### src/rtl/div_pkg.sv
// rtl/div_pkg.sv - shared types and sizing helpers for the restoring divider
package div_pkg;

  // Controller states: waiting for a command, iterating, presenting the result
  typedef enum logic [1:0] {
    IDLE = 2'd0,
    RUN  = 2'd1,
    DONE = 2'd2
  } div_state_t;

  // Default operand width and the matching iteration-counter width
  localparam int DATA_WIDTH_DEFAULT = 32;
  localparam int CNT_W_DEFAULT      = $clog2(DATA_WIDTH_DEFAULT);

  // Counter width for an arbitrary operand width; never narrower than one bit
  function automatic int cnt_width(input int data_width);
    return (data_width > 2) ? $clog2(data_width) : 1;
  endfunction

endpackage

### src/rtl/div_step.sv
// rtl/div_step.sv - one combinational radix-2 restoring division iteration
module div_step #(
  parameter int DATA_WIDTH = 32
) (
  input  logic [DATA_WIDTH-1:0] partial,
  input  logic                  next_bit,
  input  logic [DATA_WIDTH-1:0] divisor,
  output logic [DATA_WIDTH-1:0] new_partial,
  output logic                  quotient_bit
);

  // The shifted remainder can reach 2*divisor-1, so it needs one extra bit
  logic [DATA_WIDTH:0]   shifted;
  logic [DATA_WIDTH-1:0] diff;

  assign shifted = {partial, next_bit};

  // When the subtraction is taken the true difference is below divisor,
  // so the low DATA_WIDTH bits of the shifted value carry it exactly
  assign diff = shifted[DATA_WIDTH-1:0] - divisor;

  // Compare on DATA_WIDTH+1 bits so a set top bit of shifted is honoured
  assign quotient_bit = (shifted >= {1'b0, divisor});
  assign new_partial  = quotient_bit ? diff : shifted[DATA_WIDTH-1:0];

endmodule

### src/rtl/divider.sv
// rtl/divider.sv - multi-cycle unsigned restoring divider with start/complete handshake
module divider
  import div_pkg::*;
#(
  parameter int DATA_WIDTH = DATA_WIDTH_DEFAULT
) (
  input  logic                  clock,
  input  logic                  reset,
  input  logic                  start,
  input  logic [DATA_WIDTH-1:0] dividend,
  input  logic [DATA_WIDTH-1:0] divisor,
  output logic [DATA_WIDTH-1:0] quotient,
  output logic [DATA_WIDTH-1:0] remainder,
  output logic                  busy,
  output logic                  complete,
  output logic                  div_by_zero
);

  localparam int CNT_W = cnt_width(DATA_WIDTH);

  div_state_t            state;
  logic [CNT_W-1:0]      cnt;
  // Dividend bits leave at the top while quotient bits enter at the bottom;
  // after DATA_WIDTH shifts the register holds the complete quotient
  logic [DATA_WIDTH-1:0] dq_shift;
  logic [DATA_WIDTH-1:0] divisor_q;
  logic [DATA_WIDTH-1:0] partial_q;

  logic [DATA_WIDTH-1:0] step_partial;
  logic                  step_qbit;

  div_step #(
    .DATA_WIDTH(DATA_WIDTH)
  ) u_step (
    .partial     (partial_q),
    .next_bit    (dq_shift[DATA_WIDTH-1]),
    .divisor     (divisor_q),
    .new_partial (step_partial),
    .quotient_bit(step_qbit)
  );

  // Control FSM plus datapath registers and registered result outputs
  always_ff @(posedge clock) begin
    if (!reset) begin
      state       <= IDLE;
      cnt         <= '0;
      dq_shift    <= '0;
      divisor_q   <= '0;
      partial_q   <= '0;
      quotient    <= '0;
      remainder   <= '0;
      busy        <= 1'b0;
      complete    <= 1'b0;
      div_by_zero <= 1'b0;
    end else begin
      case (state)
        IDLE: begin
          complete <= 1'b0;
          if (start) begin
            dq_shift    <= dividend;
            divisor_q   <= divisor;
            partial_q   <= '0;
            cnt         <= CNT_W'(DATA_WIDTH - 1);
            div_by_zero <= 1'b0;
            if (divisor == '0) begin
              // No iterations needed: publish the saturated result at once
              quotient    <= '1;
              remainder   <= dividend;
              div_by_zero <= 1'b1;
              complete    <= 1'b1;
              busy        <= 1'b0;
              state       <= DONE;
            end else begin
              busy  <= 1'b1;
              state <= RUN;
            end
          end
        end

        RUN: begin
          partial_q <= step_partial;
          dq_shift  <= {dq_shift[DATA_WIDTH-2:0], step_qbit};
          cnt       <= cnt - 1'b1;
          if (cnt == '0) begin
            // Final iteration: results appear only here, never mid-operation
            quotient  <= {dq_shift[DATA_WIDTH-2:0], step_qbit};
            remainder <= step_partial;
            complete  <= 1'b1;
            busy      <= 1'b0;
            state     <= DONE;
          end
        end

        DONE: begin
          // start is deliberately not looked at here
          complete <= 1'b0;
          state    <= IDLE;
        end

        default: begin
          complete <= 1'b0;
          busy     <= 1'b0;
          state    <= IDLE;
        end
      endcase
    end
  end

endmodule
### config.mk
export PLATFORM = sky130hd
export DESIGN_NAME = divider
export DESIGN_NICKNAME = d
export VERILOG_FILES = /design/src/rtl/div_pkg.sv /design/src/rtl/div_step.sv /design/src/rtl/divider.sv
export SDC_FILE = /design/constraint.sdc
export NUM_CORES = 1
export LEC_CHECK = 0
export ABC_CLOCK_PERIOD_IN_PS = 3350
export BUFFER_PORTS_ARGS = -buffer_cell sky130_fd_sc_hd__buf_2
export CORE_MARGIN = 1
export CORE_UTILIZATION = 40
export CTS_CLUSTER_SIZE = 8
export DETAILED_ROUTE_END_ITERATION = 10
export HOLD_SLACK_MARGIN = 0.02
export PLACE_DENSITY = 0.72
export REMOVE_ABC_BUFFERS = 1
export SYNTH_ARGS = -nofsm -noshare
export SYNTH_HDL_FRONTEND = slang
export SYNTH_HIERARCHICAL = 1
export SYNTH_SLANG_ARGS = --single-unit
### constraint.sdc
create_clock -name clock -period 3.35 [get_ports clock]
set_clock_uncertainty 0.2 [all_clocks]
set_input_delay 0.335 -clock clock [delete_from_list [all_inputs] [get_ports clock]]
set_output_delay 0.335 -clock clock [all_outputs]
set_load 0.05 [all_outputs]
==> Word-level counts from Yosys, hierarchy flattened <==
Cells that the tools add are included.
{ "classes": {"muxes": 27, "n_eq_ne": 5, "bitwise_logic": 1, "add_sub_neg": 2, "n_reduce_logical": 9, "n_lt_le_gt_ge": 1} }
{ "ops": {"columns": ["operator", "count"], "rows": [
  ["32-bit 2-to-1 mux", 9],
  ["32-bit one-hot mux with 2 select lines", 4],
  ["33-bit by 32-bit >= comparator with 1-bit output", 1],
  ["32-bit logical NOT", 1],
  ["32-bit subtractor", 1],
  ["5-bit one-hot mux with 2 select lines", 1],
  ["1-bit 2-to-1 mux", 6],
  ["2-bit 2-to-1 mux", 3],
  ["2-bit inequality test, second input constant", 3],
  ["2-bit AND reduction", 3],
  ["5-bit logical NOT", 1],
  ["5-bit 2-to-1 mux", 1],
  ["5-bit by 1-bit subtractor with 5-bit output, second input constant", 1],
  ["2-bit one-hot mux with 2 select lines", 1],
  ["4-bit AND reduction", 1],
  ["1-bit one-hot mux with 3 select lines", 1],
  ["3-bit AND reduction", 1],
  ["2-bit by 1-bit == test with 1-bit output, second input constant", 1],
  ["2-bit == test, second input constant", 1],
  ["2-bit logical NOT", 1],
  ["1-bit one-hot mux with 2 select lines", 1],
  ["2-bit nonzero test", 1],
  ["1-bit inverter", 1]
]} }
{ "word_totals": {"elab_cells": 55, "input_bits": 67, "output_inout_bits": 67, "ff_bits": 170} }

==> Logic depth before layout (Yosys ltp) <==
{ "depth": {"ltp_word": 4, "ltp_mapped": 17, "depth_no_buf": 14} }

==> Modules after synthesis <==
Netlist, hierarchy kept.
{ "by_module_without_submodules": {"columns": ["mod", "cells_each", "area_per_inst_um2", "seq_area_each_um2", "instances"], "rows": [
  ["divider", 783, 6755.2, 3403.3, 1],
  ["div_step", 323, 2331.0, 0.0, 1]
]} }

==> Worst setup path before layout <==
OpenSTA, ideal clock, no wires.
{ "synth_timing": {"kind": "reg-to-reg", "startpoint": "register divisor_q[7]", "endpoint": "register remainder[24]", "path_stages_with_launch": 17, "slack_ns": -0.053, "path_buffers": 2, "period_less_slack_ns": 3.403, "required_time_ns": 3.028, "setup_time_ns": 0.122, "t_arrival_ns": 3.081, "cell_sequence": "dfxtp_1 inv_1 ha_1 a21oi_2 a211oi_1 or3_4 nor4b_4 o21ai_2 a31oi_4 o21a_4 inv_2 buf_6 buf_12 mux2_4 nand2_1 a21oi_1 a221o_1"} }
{ "synth_between": {"elab_chain_len": 4, "word_cells_on_any_way": 5, "cone_classes": "add/sub (1); order compare (1); mux (3)"} }
{ "synth_rtl": {"columns": ["element", "line_no", "source"], "rows": [
  ["start: declaration", "divider.sv:26", "logic [DATA_WIDTH-1:0] divisor_q;"],
  ["start signal: assignment", "divider.sv:61", "divisor_q <= divisor;"],
  ["33-bit by 32-bit >= comparator with 1-bit output", "div_step.sv:23", "assign quotient_bit = (shifted >= {1'b0, divisor});"],
  ["net step_qbit", "divider.sv:30", "logic step_qbit;"],
  ["32-bit 2-to-1 mux", "div_step.sv:24", "assign new_partial = quotient_bit ? diff : shifted[DATA_WIDTH-1:0];"],
  ["net step_partial[24]", "divider.sv:29", "logic [DATA_WIDTH-1:0] step_partial;"],
  ["32-bit 2-to-1 mux", "divider.sv:84", "if (cnt == '0) begin"],
  ["32-bit one-hot mux with 2 select lines", "divider.sv:56", "case (state)"],
  ["end signal: assignment", "divider.sv:68", "remainder <= dividend;"],
  ["end signal: assignment", "divider.sv:87", "remainder <= step_partial;"],
  ["end: declaration", "divider.sv:13", "output logic [DATA_WIDTH-1:0] remainder,"]
]} }
The timed path passes the listed nets, and every way through them passes these cells. The select of a mux whose other input is x is not followed.
A chain may end at the register's enable or synchronous reset.

==> Final worst setup path <==
{ "layout_timing": {"startpoint": "register divisor_q[1]", "endpoint": "register remainder[2]"} }
Same word-level chain as after synthesis.

==> key figures <==
Global routing
  • Number of global-route vias before repair: 8,642
  • Antenna violations before repair: 0
  • Grt ovf: 0
  • Largest net degree at the start of global routing: 105
  • First-pass GRT wire length: 44,800 µm
  • Overall routing resource usage: 0.239

Timing
  • Actual slew at the worst max-slew pin: 0.770 ns
  • Final hold viol count: 0
  • TNS Setup: -0.157 ns
  • F_max: 296 MHz
  • Slew Limit Fails: 0
  • Worst hold slack: 0.0389 ns
  • Final WS setup: -0.0274 ns
  • Final setup viols: 16
  • Tcrit/Tclk final: 1.01
  • Worst rel slew slack: 0.487
  • RSZ-0062 raised after global routing: true
  • Tmin final: 3.38 ns

Routing
  • Via/cell ratio: 5.74
  • WL met2: 13,600 µm
  • Post-route ant nets: 0
  • Wire length per cell: 18.2 µm
  • Initial DRC Count: 595
  • Via count: 8,999
  • WL final: 28,500 µm
  • DRT Pass-1 Iters: 8
  • Metal-1 WL: 12,700 µm
  • WL met3: 1620 µm
  • DRC Markers: 10
  • Top layer in use: met4

CTS
  • Clock Pin Slew Worst Setup and Hold Paths: 0.07 ns
  • Clk buf depth: 2
  • Clock Sinks: 170
  • H-tree Lvls: 4
  • CTS tree: done
  • Clk root buf: clkbuf_16
  • Skew-Pair Late Insertion Delay: 0.44 ns
  • Num CTS Buffers: 17

Setup path
  • Setup CP Type: reg -> reg
  • Worst path slowest cell: dfxtp_2
  • Delay of the slowest critical-path stage: 0.32 ns
  • CP max FO: 6
  • Worst Setup End Kind: flip-flop
  • Critical path cell sequence: inv_1 -> ha_4 -> nor2b_2 -> o2111a_1 -> o211ai_1 -> nor4b_4 -> buf_4 -> o21ai_4 -> a31oi_4 -> o21a_4 -> inv_8 -> clkbuf_16 -> mux2_4 -> nand2_2 -> a21oi_2 -> a221o_1
  • Critical Path AT: 3.50 ns
  • CP Data Required Time: 3.47 ns
  • Startpoint types: flip-flop

Synth
  • Ys Warns: 6
  • Sequential share of the synthesized area: 0.375
  • Synthesized area per cell: 8.22 µm²
  • Fraction of registers with async set/reset: 0
  • Cell count after synthesis: 1,106
  • Seq cells post-synth: 170
  • Synthesized area: 0.00909 mm²
  • Primary FF master, synth: dfxtp_1
  • Post-synth EDFFs: 0
  • Distinct cell type count after synthesis: 64

Floorplan
  • # rows: 54
  • Initial Util: 0.413
  • Num ports: 134
  • Die Width: 153 µm
  • Die area: 0.0233 mm²
  • Die Y: 153 µm
  • Core area: 0.0220 mm²

Hold path
  • Hold Path Class: in -> reg

Place
  • Port bufs: 133
  • Cell Area, Placed: 0.0102 mm²
  • HPWL Detailed: 19,300 µm
  • RePlAce Congestion: 0.873
  • Placed insts: 1,493

Pwr
  • Final total power: 13.3 mW
  • Switching share of power: 0.421
  • Pwr/cell area: 1140 mW/mm²
  • Internal power: 7.72 mW
  • Logic pwr share: 0.644
  • Total net switching power: 5.61 mW
  • Worst VDD drop: 0.734 mV
  • Sequential power share: 0.201
  • Clock power share: 0.155
  • Leakage: 4.89 nW

Cells and area
  • Antenna cells: 0
  • Non-Filler Instances: 1,568
  • Commonest non-fill, non-tap cells in the layout: a21oi_1, dfxtp_1, nand2_1
  • Layout cells sized above 1: 0.282
  • Commonest non-fill, non-tap cell in the layout: a21oi_1
  • Final #Nets: 1,376
  • Final Cell Area: 0.0117 mm²
  • P&R area growth vs syn: 28.6%

Status
  • Failing checks: DRC, setup timing
  • Status: finished, violations left

Job
  • Max Cap Viol: 0
-- cells by family (layout without fill, tap and decap cells) --
group / count (synthesis) / count (layout) / synth area share
adder cells (fa/ha/maj): 34 / 34 / 0.0476
XOR/XNOR: 26 / 26 / 0.0251
buffers and inverters: 136 / 318 / 0.0668
multiplexers: 32 / 32 / 0.0430
AND/OR/NAND/NOR: 348 / 348 / 0.183
flip-flops: 170 / 170 / 0.375
AO/OA/AOI/OAI: 360 / 360 / 0.260
-- layout make-up --
cell class | instances | area, µm²
fill | 2072 | 10300
multi-input combinational | 800 | 5480
sequential | 170 | 3420
timing repair buffer | 241 | 1650
clock buffer | 19 | 453
tap | 280 | 350
inverter | 45 | 179
clock inverter | 13 | 158
-- flip-flops by register name, summed over array words and instances (netlist names) --
signal,count
divisor_q,32
dq_shift,32
partial_q,32
quotient,32
remainder,32
cnt,5
state,2
busy,1
complete,1
div_by_zero,1
-- Yosys cell counts (4+ instances only) --
library cell,instances,area [µm²]
a211oi_1,4,30.0
nand4_1,9,56.3
o221a_1,32,360
xor2_1,8,70.1
nor3_1,8,40.0
nor2_1,25,93.8
buf_6,7,78.8
nor2b_1,7,43.8
xnor2_1,18,158
clkbuf_1,66,248
o21ai_0,48,240
dfxtp_1,170,3400
a21o_1,10,75.1
mux2_4,9,135
a221o_1,32,320
and2_1,6,37.5
nor4_1,11,68.8
a31oi_1,7,43.8
ha_1,33,413
nand3_1,72,360
inv_1,43,161
o21a_1,4,30.0
buf_4,4,30.0
buf_2,10,50.1
o21bai_1,4,30.0
mux2_2,20,225
and3_1,35,219
a21oi_1,189,946
nand2_1,162,608
-- routing by layer --
layer	GRT usage	vias up
met5	0	-
met4	0.0765	0
met3	0.0466	45
met2	0.396	291
met1	0.310	4305
li1	-	4358
-- timing repair --
item,CTS,global route
hold buffers,32,0
setup buffers,0,8
gates resized for setup,12,89
endpoints found under the hold margin,32,0
cloned,0,3
pin swaps,5,34
endpoints found under the setup margin,29,31
-- worst max-delay path: cells and delay by family, from the launching register on --
family / cells / cell delay, ns
fa+ha+maj: 1 / 0.22
buf+inv: 4 / 0.52
mux: 1 / 0.32
compound gates: 7 / 1.17
flops: 1 / 0.32
simple gates: 3 / 0.51
-- metrics by stage --
step | utilization | worst slack (ns)
4_1_cts | 0.510 | 0.00149
3_5_place_dp | 0.464 | -0.0945
2_1_floorplan | - | -1.15
6_report | 0.531 | -0.0274
5_1_grt | 0.531 | -0.119
3_3_place_gp | 0.464 | -0.0255
-- worst paths after layout --
path,start,endpoint,slack [ns],depth (start not counted)
setup / recovery,divisor_q[1],remainder[2],-0.03,16
hold / removal,reset,state[1],0.04,2
setup reg to reg,divisor_q[1],remainder[2],-0.03,16
hold reg to reg,divisor_q[14],divisor_q[14],0.26,2
-- power groups by stage --
stage	logic, mW	clock network, mW	registers, mW
6_report	8.58	2.07	2.68
3_3_place_gp	6.87	0	2.69
4_1_cts	7.11	2.09	2.66
3_5_place_dp	6.91	0	2.70
2_1_floorplan	4.46	0	2.96
5_1_grt	9.13	2.18	2.72
Power figures use the tool's default switching activity.
